--- src/rtl/tetris_pkg.sv ---
// Shared playfield definitions: default piece-mask size, extent-scanner states
// and the row-major mask bit-index convention used by rotation/collision blocks.
package tetris_pkg;

    localparam int BLOCK_N = 4;

    typedef enum logic [1:0] {
        IDLE = 2'd0,
        SCAN = 2'd1,
        DONE = 2'd2
    } scan_state_t;

    // Bit index of row r (0 = top), column c (0 = left) in an n x n mask.
    function automatic int mask_bit(input int r, input int c, input int n);
        return r * n + c;
    endfunction

endpackage

--- src/rtl/first_last_set.sv ---
// Combinational first/last set-bit finder over an N-bit vector.
// Reused for column extents and by the row-clear logic.
module first_last_set
    import tetris_pkg::*;
#(
    parameter  int N = BLOCK_N,
    localparam int W = $clog2(N)
) (
    input  logic [N-1:0] vec,
    output logic [W-1:0] first,
    output logic [W-1:0] last,
    output logic         none
);

    always_comb begin
        first = '0;
        last  = '0;
        // Descending pass leaves the lowest set index; ascending leaves the highest.
        for (int c = N - 1; c >= 0; c--) begin
            if (vec[c]) first = W'(c);
        end
        for (int c = 0; c < N; c++) begin
            if (vec[c]) last = W'(c);
        end
    end

    assign none = ~|vec;

endmodule

--- src/rtl/block_extent_scan.sv ---
// Sequential N x N mask extent scanner: one row per clock, reporting
// top/bottom rows, left/right columns and an empty flag behind valid/ready.
module block_extent_scan
    import tetris_pkg::*;
#(
    parameter  int N = BLOCK_N,
    localparam int W = $clog2(N)
) (
    input  logic           clk,
    input  logic           resetn,
    input  logic           in_valid,
    output logic           in_ready,
    input  logic [N*N-1:0] mask,
    output logic           out_valid,
    input  logic           out_ready,
    output logic [W-1:0]   top,
    output logic [W-1:0]   bottom,
    output logic [W-1:0]   left,
    output logic [W-1:0]   right,
    output logic           empty
);

    scan_state_t    state_q, state_d;
    logic [N*N-1:0] mask_q, mask_d;
    logic [W-1:0]   row_q, row_d;
    logic [N-1:0]   acc_q, acc_d;
    logic           found_q, found_d;
    logic [W-1:0]   top_q, top_d;
    logic [W-1:0]   bottom_q, bottom_d;
    logic [W-1:0]   left_q, left_d;
    logic [W-1:0]   right_q, right_d;
    logic           empty_q, empty_d;

    logic [N-1:0]   rows [N];
    logic [N-1:0]   cur_row;
    logic [N-1:0]   acc_next;
    logic [W-1:0]   fls_first;
    logic [W-1:0]   fls_last;
    logic           fls_none;

    for (genvar gi = 0; gi < N; gi++) begin : g_rows
        assign rows[gi] = mask_q[mask_bit(gi, 0, N) +: N];
    end

    assign cur_row  = rows[row_q];
    // Includes the row being processed so the last edge sees row N-1's bits.
    assign acc_next = acc_q | cur_row;

    first_last_set #(.N(N)) u_col_extent (
        .vec   (acc_next),
        .first (fls_first),
        .last  (fls_last),
        .none  (fls_none)
    );

    always_comb begin
        state_d  = state_q;
        mask_d   = mask_q;
        row_d    = row_q;
        acc_d    = acc_q;
        found_d  = found_q;
        top_d    = top_q;
        bottom_d = bottom_q;
        left_d   = left_q;
        right_d  = right_q;
        empty_d  = empty_q;
        case (state_q)
            IDLE: begin
                if (in_valid) begin
                    state_d  = SCAN;
                    mask_d   = mask;
                    row_d    = '0;
                    acc_d    = '0;
                    found_d  = 1'b0;
                    top_d    = '0;
                    bottom_d = '0;
                end
            end
            SCAN: begin
                acc_d = acc_next;
                if (|cur_row) begin
                    if (!found_q) begin
                        top_d   = row_q;
                        found_d = 1'b1;
                    end
                    bottom_d = row_q;
                end
                if (row_q == W'(N - 1)) begin
                    state_d = DONE;
                    left_d  = fls_first;
                    right_d = fls_last;
                    empty_d = fls_none;
                end else begin
                    row_d = row_q + W'(1);
                end
            end
            DONE: begin
                if (out_ready) state_d = IDLE;
            end
            default: state_d = IDLE;
        endcase
    end

    always_ff @(posedge clk or negedge resetn) begin
        if (!resetn) begin
            state_q  <= IDLE;
            mask_q   <= '0;
            row_q    <= '0;
            acc_q    <= '0;
            found_q  <= 1'b0;
            top_q    <= '0;
            bottom_q <= '0;
            left_q   <= '0;
            right_q  <= '0;
            empty_q  <= 1'b1;
        end else begin
            state_q  <= state_d;
            mask_q   <= mask_d;
            row_q    <= row_d;
            acc_q    <= acc_d;
            found_q  <= found_d;
            top_q    <= top_d;
            bottom_q <= bottom_d;
            left_q   <= left_d;
            right_q  <= right_d;
            empty_q  <= empty_d;
        end
    end

    assign in_ready  = (state_q == IDLE);
    assign out_valid = (state_q == DONE);
    assign top       = top_q;
    assign bottom    = bottom_q;
    assign left      = left_q;
    assign right     = right_q;
    assign empty     = empty_q;

endmodule

--- config.mk ---
export PLATFORM = sky130hd
export DESIGN_NAME = block_extent_scan
export DESIGN_NICKNAME = d
export VERILOG_FILES = /design/src/rtl/tetris_pkg.sv /design/src/rtl/first_last_set.sv /design/src/rtl/block_extent_scan.sv
export SDC_FILE = /design/constraint.sdc
export NUM_CORES = 1
export LEC_CHECK = 0
export ABC_AREA = 0
export CAP_MARGIN = 15
export CELL_PAD_IN_SITES_DETAIL_PLACEMENT = 1
export CELL_PAD_IN_SITES_GLOBAL_PLACEMENT = 2
export CORE_ASPECT_RATIO = 1.75
export CORE_MARGIN = 2
export CORE_UTILIZATION = 37
export DETAILED_ROUTE_END_ITERATION = 8
export PLACE_DENSITY_LB_ADDON = 0.1
export RECOVER_POWER = 100
export SLEW_MARGIN = 20
export SYNTH_ARGS = -nofsm -noshare
export SYNTH_HDL_FRONTEND = slang
export SYNTH_HIERARCHICAL = 1
export SYNTH_SLANG_ARGS = --single-unit
--- constraint.sdc ---
create_clock -name clk -period 4.3 [get_ports clk]
set_input_delay 0.86 -clock clk [delete_from_list [all_inputs] [get_ports clk]]
set_output_delay 0.86 -clock clk [all_outputs]
set_load 0.005 [all_outputs]
======== Word level (Yosys, flattened, before mapping) ========
Index checks and enable logic that the tools add are counted.
storage, ports and cells
  register bits ........................... 34
  input port bits ......................... 20
  output and inout port bits .............. 11
  word-level logic and storage cells ...... 62
cells by class
  add/subtract/negate cells ............... 1
  magnitude comparators ................... 1
  eq/ne operators ......................... 9
  multiplexer cells ....................... 27
  bitwise logic cells ..................... 2
  reductions and logical operators ........ 12
operators by type and width
  kind                                                                     count
  2-bit two-way mux                                                        14
  4-bit two-way mux                                                        3
  2-bit one-hot mux with 2 select lines                                    3
  2-bit inequality test, second input constant                             5
  3-bit AND reduction                                                      3
  4-bit binary-select mux with 2-bit select                                1
  4-bit one-hot mux with 2 select lines                                    1
  4-bit OR reduction                                                       2
  2-bit one-hot mux with 3 select lines                                    1
  2-bit AND reduction                                                      3
  2-bit equality test, second input constant                               2
  4-bit OR                                                                 1
  4-bit AND reduction                                                      1
  3-bit >= comparator, second input constant                               1
  1-bit two-way mux                                                        3
  2-bit NOT with 3-bit output                                              1
  2-bit by 1-bit adder with 2-bit output, second input constant            1
  2-bit by 1-bit equality test with 1-bit output, second input constant    1
  2-bit zero test                                                          1
  2-bit by 1-bit inequality test with 1-bit output, second input constant  1
  1-bit one-hot mux with 2 select lines                                    1
  2-bit nonzero test                                                       1
  1-bit zero test                                                          1

======== Logic depth before layout (Yosys ltp) ========
  depth in word-level cells ............... 9
  mapped depth ............................ 6
  mapped depth without buffers ............ 5

======== Hierarchy ========
Netlist, hierarchy kept.
modules (own cells, without submodules)
  module             instances  cells an instance  area each (um^2)  sequential area each (um^2)
  block_extent_scan  1          117                1556.5            852.1
  first_last_set     1          7                  48.8              0.0

======== Least setup slack after synthesis ========
OpenSTA, ideal clock, no wires.
  path kind ............................... register to register
  from .................................... reg row_q[0]
  to ...................................... reg left_q[1], in the netlist left[1]
  setup time .............................. 0.125 ns
  arrival time ............................ 2.032 ns
  required time ........................... 4.175 ns
  slack ................................... 2.143 ns
  cell stages (with the launch flop) ...... 7
  buffers on the path ..................... 1
  clock period less this slack ............ 2.157 ns
  cell sequence ........................... dfrtp_1 > buf_6 > mux4_1 > or2_2 > or2_4 > nor3b_1 > mux2_2
on the way
  cells in the longest elaborated chain, start to end .. 9
  elaborated cells between the ends (all ways) .. 11
  classes of those cells .................. eq/ne: 1; mux: 7; bitwise: 2; reduce/logical: 1
ends and longest elaborated chain
  item                                                   line                      text
  from (decl)                                            block_extent_scan.sv:25   logic [W-1:0] row_q, row_d;
  from (signal assigned)                                 block_extent_scan.sv:119  row_q <= row_d;
  2-bit NOT with 3-bit output (not written as such)      block_extent_scan.sv:45   assign cur_row = rows[row_q];
  4-bit binary-select mux with 2-bit select              block_extent_scan.sv:45
  4-bit two-way mux (not written as such) (2 in series)  block_extent_scan.sv:45
  4-bit OR                                               block_extent_scan.sv:47   assign acc_next = acc_q | cur_row;
  net acc_next[3]                                        block_extent_scan.sv:36   logic [N-1:0] acc_next;
  2-bit two-way mux (4 in series)                        first_last_set.sv:20      if (vec[c]) first = W'(c);
  net fls_first[1]                                       block_extent_scan.sv:37   logic [W-1:0] fls_first;
  to (signal assigned)                                   block_extent_scan.sv:124  left_q <= left_d;
  to (decl)                                              block_extent_scan.sv:30   logic [W-1:0] left_q, left_d;
The timed path passes the listed nets, and every way through them passes these cells. The select of a mux whose other input is x is not followed.
A chain may end at the register's enable or synchronous reset.

==> summary.md <==
| Metric | Value |
|---|---|
| Routed Antenna Nets | 0 |
| Met3 Usage GRT | 4.44% |
| # IOs | 31 |
| Post-synth top area share | 51.4% |
| CP max stage delay | 1.33 ns |
| Cells after synthesis | 124 |
| Pre-CTS WS | 1.77 ns |
| Commonest cells in the synthesized netlist | dfrtp_1 (33), mux2_2 (24), a21oi_1 (10), nor2_1 (7) |
| Syn nets | 145 |
| Final Setup Violations | 0 |
| WS Path Type | primary input to async pin |
| Post-layout min period | between 2 and 3 ns |
| Post-CTS resize count | 0 |
| Worst-Margin Slew | ~1.9 ns |
| Met1 Resource Use GR | 17.4% |
| Post-synth EDFFs | 0 |
| CTS sink count | 34 |
| Area leader, netlist | dfrtp_1 |
| Layout cells sized above 1 | 26.8% |
| Die Ht | 91.1 µm |
| Final hold violations | 0 |
| GRT Max-Usage Layer | met2 |
| Via count | ~1,100 |
| Slew Viols, Final | 35 |
| CTS tree | done |
| CP bufs+invs | 2 |
| Post-CTS Hold Buffers | 0 |
| Htree depth | 2 |
| Min-Delay Path Class | register to register |
| Total CTS buffers | 5 |
| Tot Pwr | 1460 µW |
| Initial Util | 38.7% |
| Seq/Total Area, Yosys | 53.1% |
| Static Leak | 0.000843 µW |
| WL/cell | 17.1 µm |
| RSZ-0062 raised after global routing | false |
| Gr usage total | 17.1% |
| CP arrival | 2.72 ns |
| Layout net count | 177 |
| Critical path's slowest cell | clkbuf_1 |
| Vias in the first global route | 1,251 |
| Row cnt | 31 |
| Outcome | finished, violations left |
| Detailed Route WL | 3520 µm |
| Synth unique cells | 30 |
| First-pass GRT wire length | 5950 µm |
| Asr flop ratio synth | between 90% and 100% |
| M2 GR Usage | roughly 31% |
| Detailed router's first-iteration violation count | 20 |
| Die X | between 50 and 60 µm |
| CTS max path bufs | 2 |
| Die ar. | 0.00490 mm² |
| Syn avg cell area | about 13 µm² |
| Synthesized area | 0.00161 mm² |
| Root buf cell | clkbuf_8 |
| Clock Latency Late Sink | between 0.2 and 0.3 ns |
| Initial antenna violation count | 0 |
| Clock slew at reported path FFs | 0.07 ns |
| Drt first pass iters | 4 |
| Register bit total from synthesis | 34 |
| PortBufs | 30 |
| Setup ws final | ~1.6 ns |
| Final period utilization | 62.3% |
| Post-DP HPWL | 2670 µm |
| Largest net degree at the start of global routing | 35 |
| Violated checks | capacitance limit, slew limit |
| Cell area power density | 721 mW/mm² |
| Count leader, synth | dfrtp_1 |
| Setup TNS Final | 0 ns |
| Setup Fix Bufs, Post-CTS | 0 |
| F_max | 373 MHz |
| Relative slew slack | -23.7% |
| Dpl cell area | ~0.002 mm² |
| Core Region | 0.00415 mm² |
| Crit. End Element | async pin |
| Peak VDD IR | 0.389 mV |
| Largest delay share family, worst path | buffers and inverters |
| Setup Skew | about 0.0074 ns |
| Synth warn | 6 |
| DRC Markers | 0 |
| Largest fanout on the critical path | 34 |
| ANT cells | 0 |
| Final RePlAce weighted congestion | 0.750 |
| Main synth FF type | dfrtp_1 |
| Ordered cell list for the critical path | dlygate4sd3_1, clkbuf_1 |
| Crit path launch type | primary input |
| Layout area overhead | 25.8% |
| Fin util | 48.7% |
| Global route overflow | 0 |
| DR vias/cell | roughly 5.3 |
| CP required | 4.34 ns |
| Maxcap violations | 1 |
| Final Cell Area | 0.00202 mm² |
| Synth area leaders | dfrtp_1 (51%), mux2_2 (17%), mux4_2 (4.2%) |
## state kept, by name, summed over array words and instances, names as in the netlist
name,flops
mask_q,16
acc_q,4
bottom,2
left,2
right,2
row_q,2
state_q,2
top,2
empty,1
found_q,1
## report_power, final
part | switching, µW | internal, µW
clock network | 117 | 129
logic | 264 | 344
registers | 132 | 470
total | 513 | 943
## placed cells by master (no fill, tap or decap), drive strengths merged, types with 2 or more instances in the layout
cell type and n:
dfrtp 33, mux2 24, clkdlybuf4s50 17, dlygate4sd3 13
a21oi 10, clkbuf 9, nor2 7, nand2 5
or2 5, mux4 4, inv 3, nor3b 3
nor2b 3, o41ai 3, a22o 3, nand2b 2
o21bai 2, o211ai 2, and3b 2
## metrics by stage
step                      cells  hold slack [ns]
after floorplan             124            0.472
after global placement      198            0.484
after detailed placement    198            0.492
after CTS                   206            0.508
after global routing        206            0.516
final                       206            0.505
## path summary, 6_finish.rpt
kind | end | depth (start not counted) | from | slack [ns]
max in group clk | mask_q[15] | 4 | in_valid | 1.64
worst min-delay path | right[1] | 1 | right[1] | 0.50
min in group asynchronous | left[1] | 2 | resetn | 1.61
worst min register to register | right[1] | 1 | right[1] | 0.50
worst max-delay path | mask_q[7] | 2 | resetn | 1.62
worst max register to register | left[1] | 5 | row_q[0] | 1.80
## final cells by class
class / instances / area, µm²
clock buffers: 7 / 86.3
clock inverters: 1 / 5.00
fillers: 436 / 2130
inverters: 3 / 11.3
multi-input cells: 80 / 696
flip-flops and latches: 34 / 852
well taps: 49 / 61.3
repair buffers: 32 / 308
## cells by family after synthesis
logic type                 count (synthesis)  share of synthesized area, %
DFF                                       34                          53.1
and+or+nand+nor                           29                          10.8
muxes                                     28                          22.7
AOI/OAI and AO/OA                         22                          9.82
buffers and inverters                     10                          2.88
adders and majority gates                  1                         0.779
## routing by layer
layer	vias to the layer above	share of wire (%)
met3	7	4.0
met4	0	1.9
met1	556	36
met2	23	58
li1	511	-
met5	-	0
Note: power is estimated with default switching activity, not from simulation.
==> edit 1, RTL diff (same settings) <==
Reset style: synchronous (`resetn`), changed in one clocked block.
--- a/src/rtl/block_extent_scan.sv
+++ b/src/rtl/block_extent_scan.sv
@@ -102,5 +102,5 @@
     end
 
-    always_ff @(posedge clk or negedge resetn) begin
+    always_ff @(posedge clk) begin
         if (!resetn) begin
             state_q  <= IDLE;
Formal check against the unedited RTL: differs if resetn is asserted again (counterexample within 4 cycles, from zero or initial values and one cycle with resetn low); with resetn held inactive, the same outputs for 10 cycles.
==> edit 1 against the unedited design <==
Sequential cell count stayed put; worst setup slack improved by 260 ps; synthesized area down 3.2%; global-route usage fell by 0.16 points; wire length grew 3.1%; final cell count up 21%; via count is 18% higher; design area shrank 3.1%; die area is 3.0% lower; highest routed layer unchanged.
Power is not compared: it rests on default switching activity, and its combinational part moved more than twofold at a synthesized area within 25%.
==> edit 1: results (changes against the unedited design) <==
setup ws final -> 1876 ps (was 1620 ps)
Final Wtd Congestion -> 0.7310 (was 0.7496)
Hold Crit Endpoint -> left[1] (was right[1])
Startpoint Class -> flip-flop (was primary input)
Cell Area, Placed -> 0.001867 mm² (was 0.001952 mm²)
share of layout cells above drive strength 1 -> 9.950% (was 26.75%)
total track usage -> 16.89% (was 17.05%)
met1 usage -> 17.00% (was 17.44%)
dpl hpwl -> 2.643 mm (was 2.667 mm)
fraction of area in multi-input gates -> 42.14% (was 34.45%)
met3 GRT Util -> 3.654% (was 4.441%)
worst reg2reg path depth -> 6 (was 5)
Non-clock buffers, area share -> 15.09% (was 15.24%)
synthesized instance count -> 175 (was 124)
Slowest-stage cell, CP -> dlygate4sd3_1 (was clkbuf_1)
Inverters -> 1 (was 3)
tightest hold margin -> 460.2 ps (was 504.8 ps)
Multi-In Gates -> 128 (was 80)
FF-to-FF End -> left[1] (unchanged)
drt initial violations -> 8 (was 20)
Syn Std Cell Area -> 0.001554 mm² (was 0.001605 mm²)
GR Layer Usage met2 -> 31.56% (was 30.59%)
ys async rst share -> 0% (was 100.0%)
crit path from -> state_q[1] (was resetn)
top cells by count, synth -> nand2_1, dfxtp_1, a21boi_0 (was dfrtp_1, mux2_2, a21oi_1)
relative max-transition margin -> 44.66% (was -23.68%)
Reg2Reg Setup Slack -> 2050 ps (was 1800 ps)
dominant synthesized flop cell -> dfxtp_1 (was dfrtp_1)
Seq/Total Area, Yosys -> 43.80% (was 53.08%)
sequential cell area share -> 34.78% (was 42.19%)
top post-synthesis cells by area -> dfxtp_1, nand2_1, a21boi_0, mux4_2, nor2b_1 (was dfrtp_1, mux2_2, mux4_2, a21oi_1, dfstp_2)
non-clock buffer count -> 30 (was 32)
critical path peak fanout -> 8 (was 34)
largest net degree at the start of global routing -> 37 (was 35)
Reg-to-Reg Start -> row_q[0] (unchanged)
vias in the first global route -> 1,385 (was 1,251)
Final Skew -> 4.797 ps (was 7.432 ps)
syn_nets -> 196 (was 145)
Layout clock area frac -> 4.668% (was 4.523%)
vias per cell -> 5.184 (was 5.325)
Cell variety after synth -> 27 (was 30)
final wirelength -> 3.632 mm (was 3.523 mm)
run status -> finished, final reports clean (was complete, but fails checks)
hold_sp -> left[1] (was right[1])
Inserted Clock Buffers -> 5 (unchanged)
Placed Cells -> 242 (was 198)
via count -> 1,296 (was 1,097)
global-route wire length before repair -> 6.078 mm (was 5.954 mm)
CP peak stage delay -> 580 ps (was 1330 ps)
crit path DAT -> 1560 ps (was 2720 ps)
CP Capture Point -> out_valid (was mask_q[7])
NumNets Final -> 221 (was 177)
## edit 1: cell count changes after synthesis, moves of 3 or more
| cell | change |
|---|---|
| mux2i_1 | +3 |
| nand3_1 | +8 |
| a21oi_1 | -7 |
| a22oi_1 | +5 |
| nor2b_1 | +6 |
| dfrtp_1 | -33 |
| nor2_1 | -4 |
| a21boi_0 | +21 |
| o21a_1 | +3 |
| mux2_2 | -24 |
| nand2_1 | +40 |
| dfxtp_1 | +34 |
| clkbuf_1 | +6 |
## edit 1: routing by layer
metal	wire length [µm]	vias up
li1	-	638
met5	0	-
met2	2068	25
met1	1382	627
met4	62	0
met3	118	6
## edit 1: kinds of logic after synthesis
family,Yosys count,share of synthesized area (%)
adders and majority gates,1,0.8050
muxes,7,7.730
buffers and inverters,13,3.382
DFF,34,43.80
and+or+nand+nor,84,27.70
AOI/OAI and AO/OA,36,16.59
==> edit 2, RTL diff (same settings) <==
Without the edit above. The package constant `BLOCK_N` goes from 4 to 8.
--- a/src/rtl/tetris_pkg.sv
+++ b/src/rtl/tetris_pkg.sv
@@ -3,5 +3,5 @@
 package tetris_pkg;
 
-    localparam int BLOCK_N = 4;
+    localparam int BLOCK_N = 8;
 
     typedef enum logic [1:0] {
Interface: changed (5 resized); port bits go from 31 to 83. No check against the original RTL was run, so the function may have changed too.
==> edit 2 against the unedited design <==
The run still ends with capacitance limit, slew limit left; sequential cell count up 57; die area rose to 2.5 times the old value; register-to-register slack worse by 870 ps; design area rose to 2.7 times the old value; core utilization down 0.43 points; hold slack worse by 15 ps; worst setup slack worse by 690 ps; total power rose to 2.7 times the old value; non-clock buffer count up 54; wire length rose to 2.7 times the old value; synthesized area rose to 2.6 times the old value; via count up 140%; global-route usage down 0.69 points; maximum frequency down 20%; critical endpoint is now top[1]; largest cell class unchanged.
==> edit 2: results (changes against the unedited design) <==
vias in the first global route -> 2,861 (was 1,251)
run status -> complete, but fails checks (unchanged)
Compound-Gate Fraction of Synth Area -> 2.737% (was 9.821%)
FF-to-FF End -> top[1] (was left[1])
NumNets Final -> 441 (was 177)
top cells by count, synth -> dfrtp_1, mux2_2, nor2_1 (was dfrtp_1, mux2_2, a21oi_1)
WL met2 -> 5.214 mm (was 2.058 mm)
Final Max Tran Viols -> 67 (was 35)
CP endpoint kind -> flip-flop (was asynchronous set/reset pin)
share of layout cells above drive strength 1 -> 27.39% (was 26.75%)
worst reg2reg path depth -> 6 (was 5)
Largest regs -> mask_q (64), acc_q (8) (was mask_q (16), acc_q (4))
max_cap viols -> 1 (unchanged)
maximum vdd drop -> 0.3411 mV (was 0.3887 mV)
largest net degree at the start of global routing -> 67 (was 35)
global-route wire length before repair -> 15.57 mm (was 5.954 mm)
Placement Setup Slack -> 1294 ps (was 1766 ps)
CTS H-tree lvls -> 3 (was 2)
Inserted Clock Buffers -> 9 (was 5)
Cell variety after synth -> 32 (was 30)
relative max-transition margin -> -14.80% (was -23.68%)
syn_nets -> 359 (was 145)
failing checks -> capacitance limit, slew limit (unchanged)
Reg2Reg Setup Slack -> 930 ps (was 1800 ps)
met3 WL post-DR -> 267 µm (was 140 µm)
clk_lat worst skew -> 330 ps (was 290 ps)
Startpoint Class -> flip-flop (was primary input)
wire per inst -> 18.57 µm (was 17.10 µm)
Pleak -> 0.002257 µW (was 0.0008428 µW)
post-synthesis mux area share -> 33.87% (was 22.68%)
adder-cell share of the synthesized area -> 0.5886% (was 0.7794%)
Final Wtd Congestion -> 0.7343 (was 0.7496)
post-CTS resize count -> 0 (unchanged)
IO buf count -> 82 (was 30)
dpl hpwl -> 6.798 mm (was 2.667 mm)
critical path peak fanout -> 11 (was 34)
crit path DAT -> 3580 ps (was 2720 ps)
clk root buf -> clkbuf_16 (was clkbuf_8)
Synth warnings -> 6 (unchanged)
Post-Synth XOR/XNOR Area -> 0% (unchanged)
Final Skew -> 5.844 ps (was 7.432 ps)
Seq/Total Area, Yosys -> 53.59% (was 53.08%)
total track usage -> 16.36% (was 17.05%)
-- edit 2: cell count changes after synthesis, sizes merged, moves of 8 or more --
| cell | before | now |
|---|---|---|
| dfrtp | 33 | 90 |
| nor2 | 7 | 32 |
| mux4 | 4 | 16 |
| mux2i | 0 | 8 |
| mux2 | 24 | 78 |
| nand2b | 2 | 10 |
-- edit 2: how the worst min path moves through the flow --
stage | endpoint | slack [ps]
after floorplan | acc_q[0] | 460
after global placement | acc_q[6] | 470
after detailed placement | acc_q[6] | 480
after CTS | acc_q[6] | 490
after global routing | mask_q[44] | 510
final | acc_q[6] | 490
-- edit 2: layout make-up --
type                       instances  area (µm²)
clock inverter                     6       72.57
multi-input combinational        178        1780
inverter                           5       18.77
fill                            1113        5782
tap                              132       165.2
clock buffer                      10       239.0
timing repair buffer              86       830.8
sequential                        91        2278
-- edit 2: kinds of logic (layout without fill, tap and decap cells) --
| logic type | after synthesis | count (layout) |
|---|---|---|
| muxes | 102 | 102 |
| buffers and inverters | 20 | 107 |
| and+or+nand+nor | 58 | 58 |
| adders and majority gates | 2 | 2 |
| DFF | 91 | 91 |
| AOI/OAI and AO/OA | 16 | 16 |
-- edit 2: report_power, final --
part | internal, µW | switching, µW | leakage [µW]
logic | 862 | 626 | 0.00103
registers | 1270 | 289 | 0.00107
clock network | 473 | 341 | 0.000150
-- edit 2: critical path, stage by stage (launching register included) --
cell      delay, ps
dfrtp_1         710
clkbuf_1        620
mux4_1          650
mux2i_1         310
nand4_1         290
o211ai_2        320
mux2_1          350
-- edit 2: routing by layer --
metal | vias to the layer above | track usage [%]
li1 | 1210 | -
met5 | - | 0
met3 | 8 | 3.063
met2 | 53 | 29.22
met4 | 0 | 5.635
met1 | 1322 | 19.33
-- edit 2: metrics by stage --
stage               cells  instance area, µm²  hold WS, ps
finish                508                5385        489.5
CTS                   508                5494        493.3
global route          508                5385        513.2
detailed placement    492                5182        478.7
floorplan             289                4252        457.4
global placement      492                5182        471.0
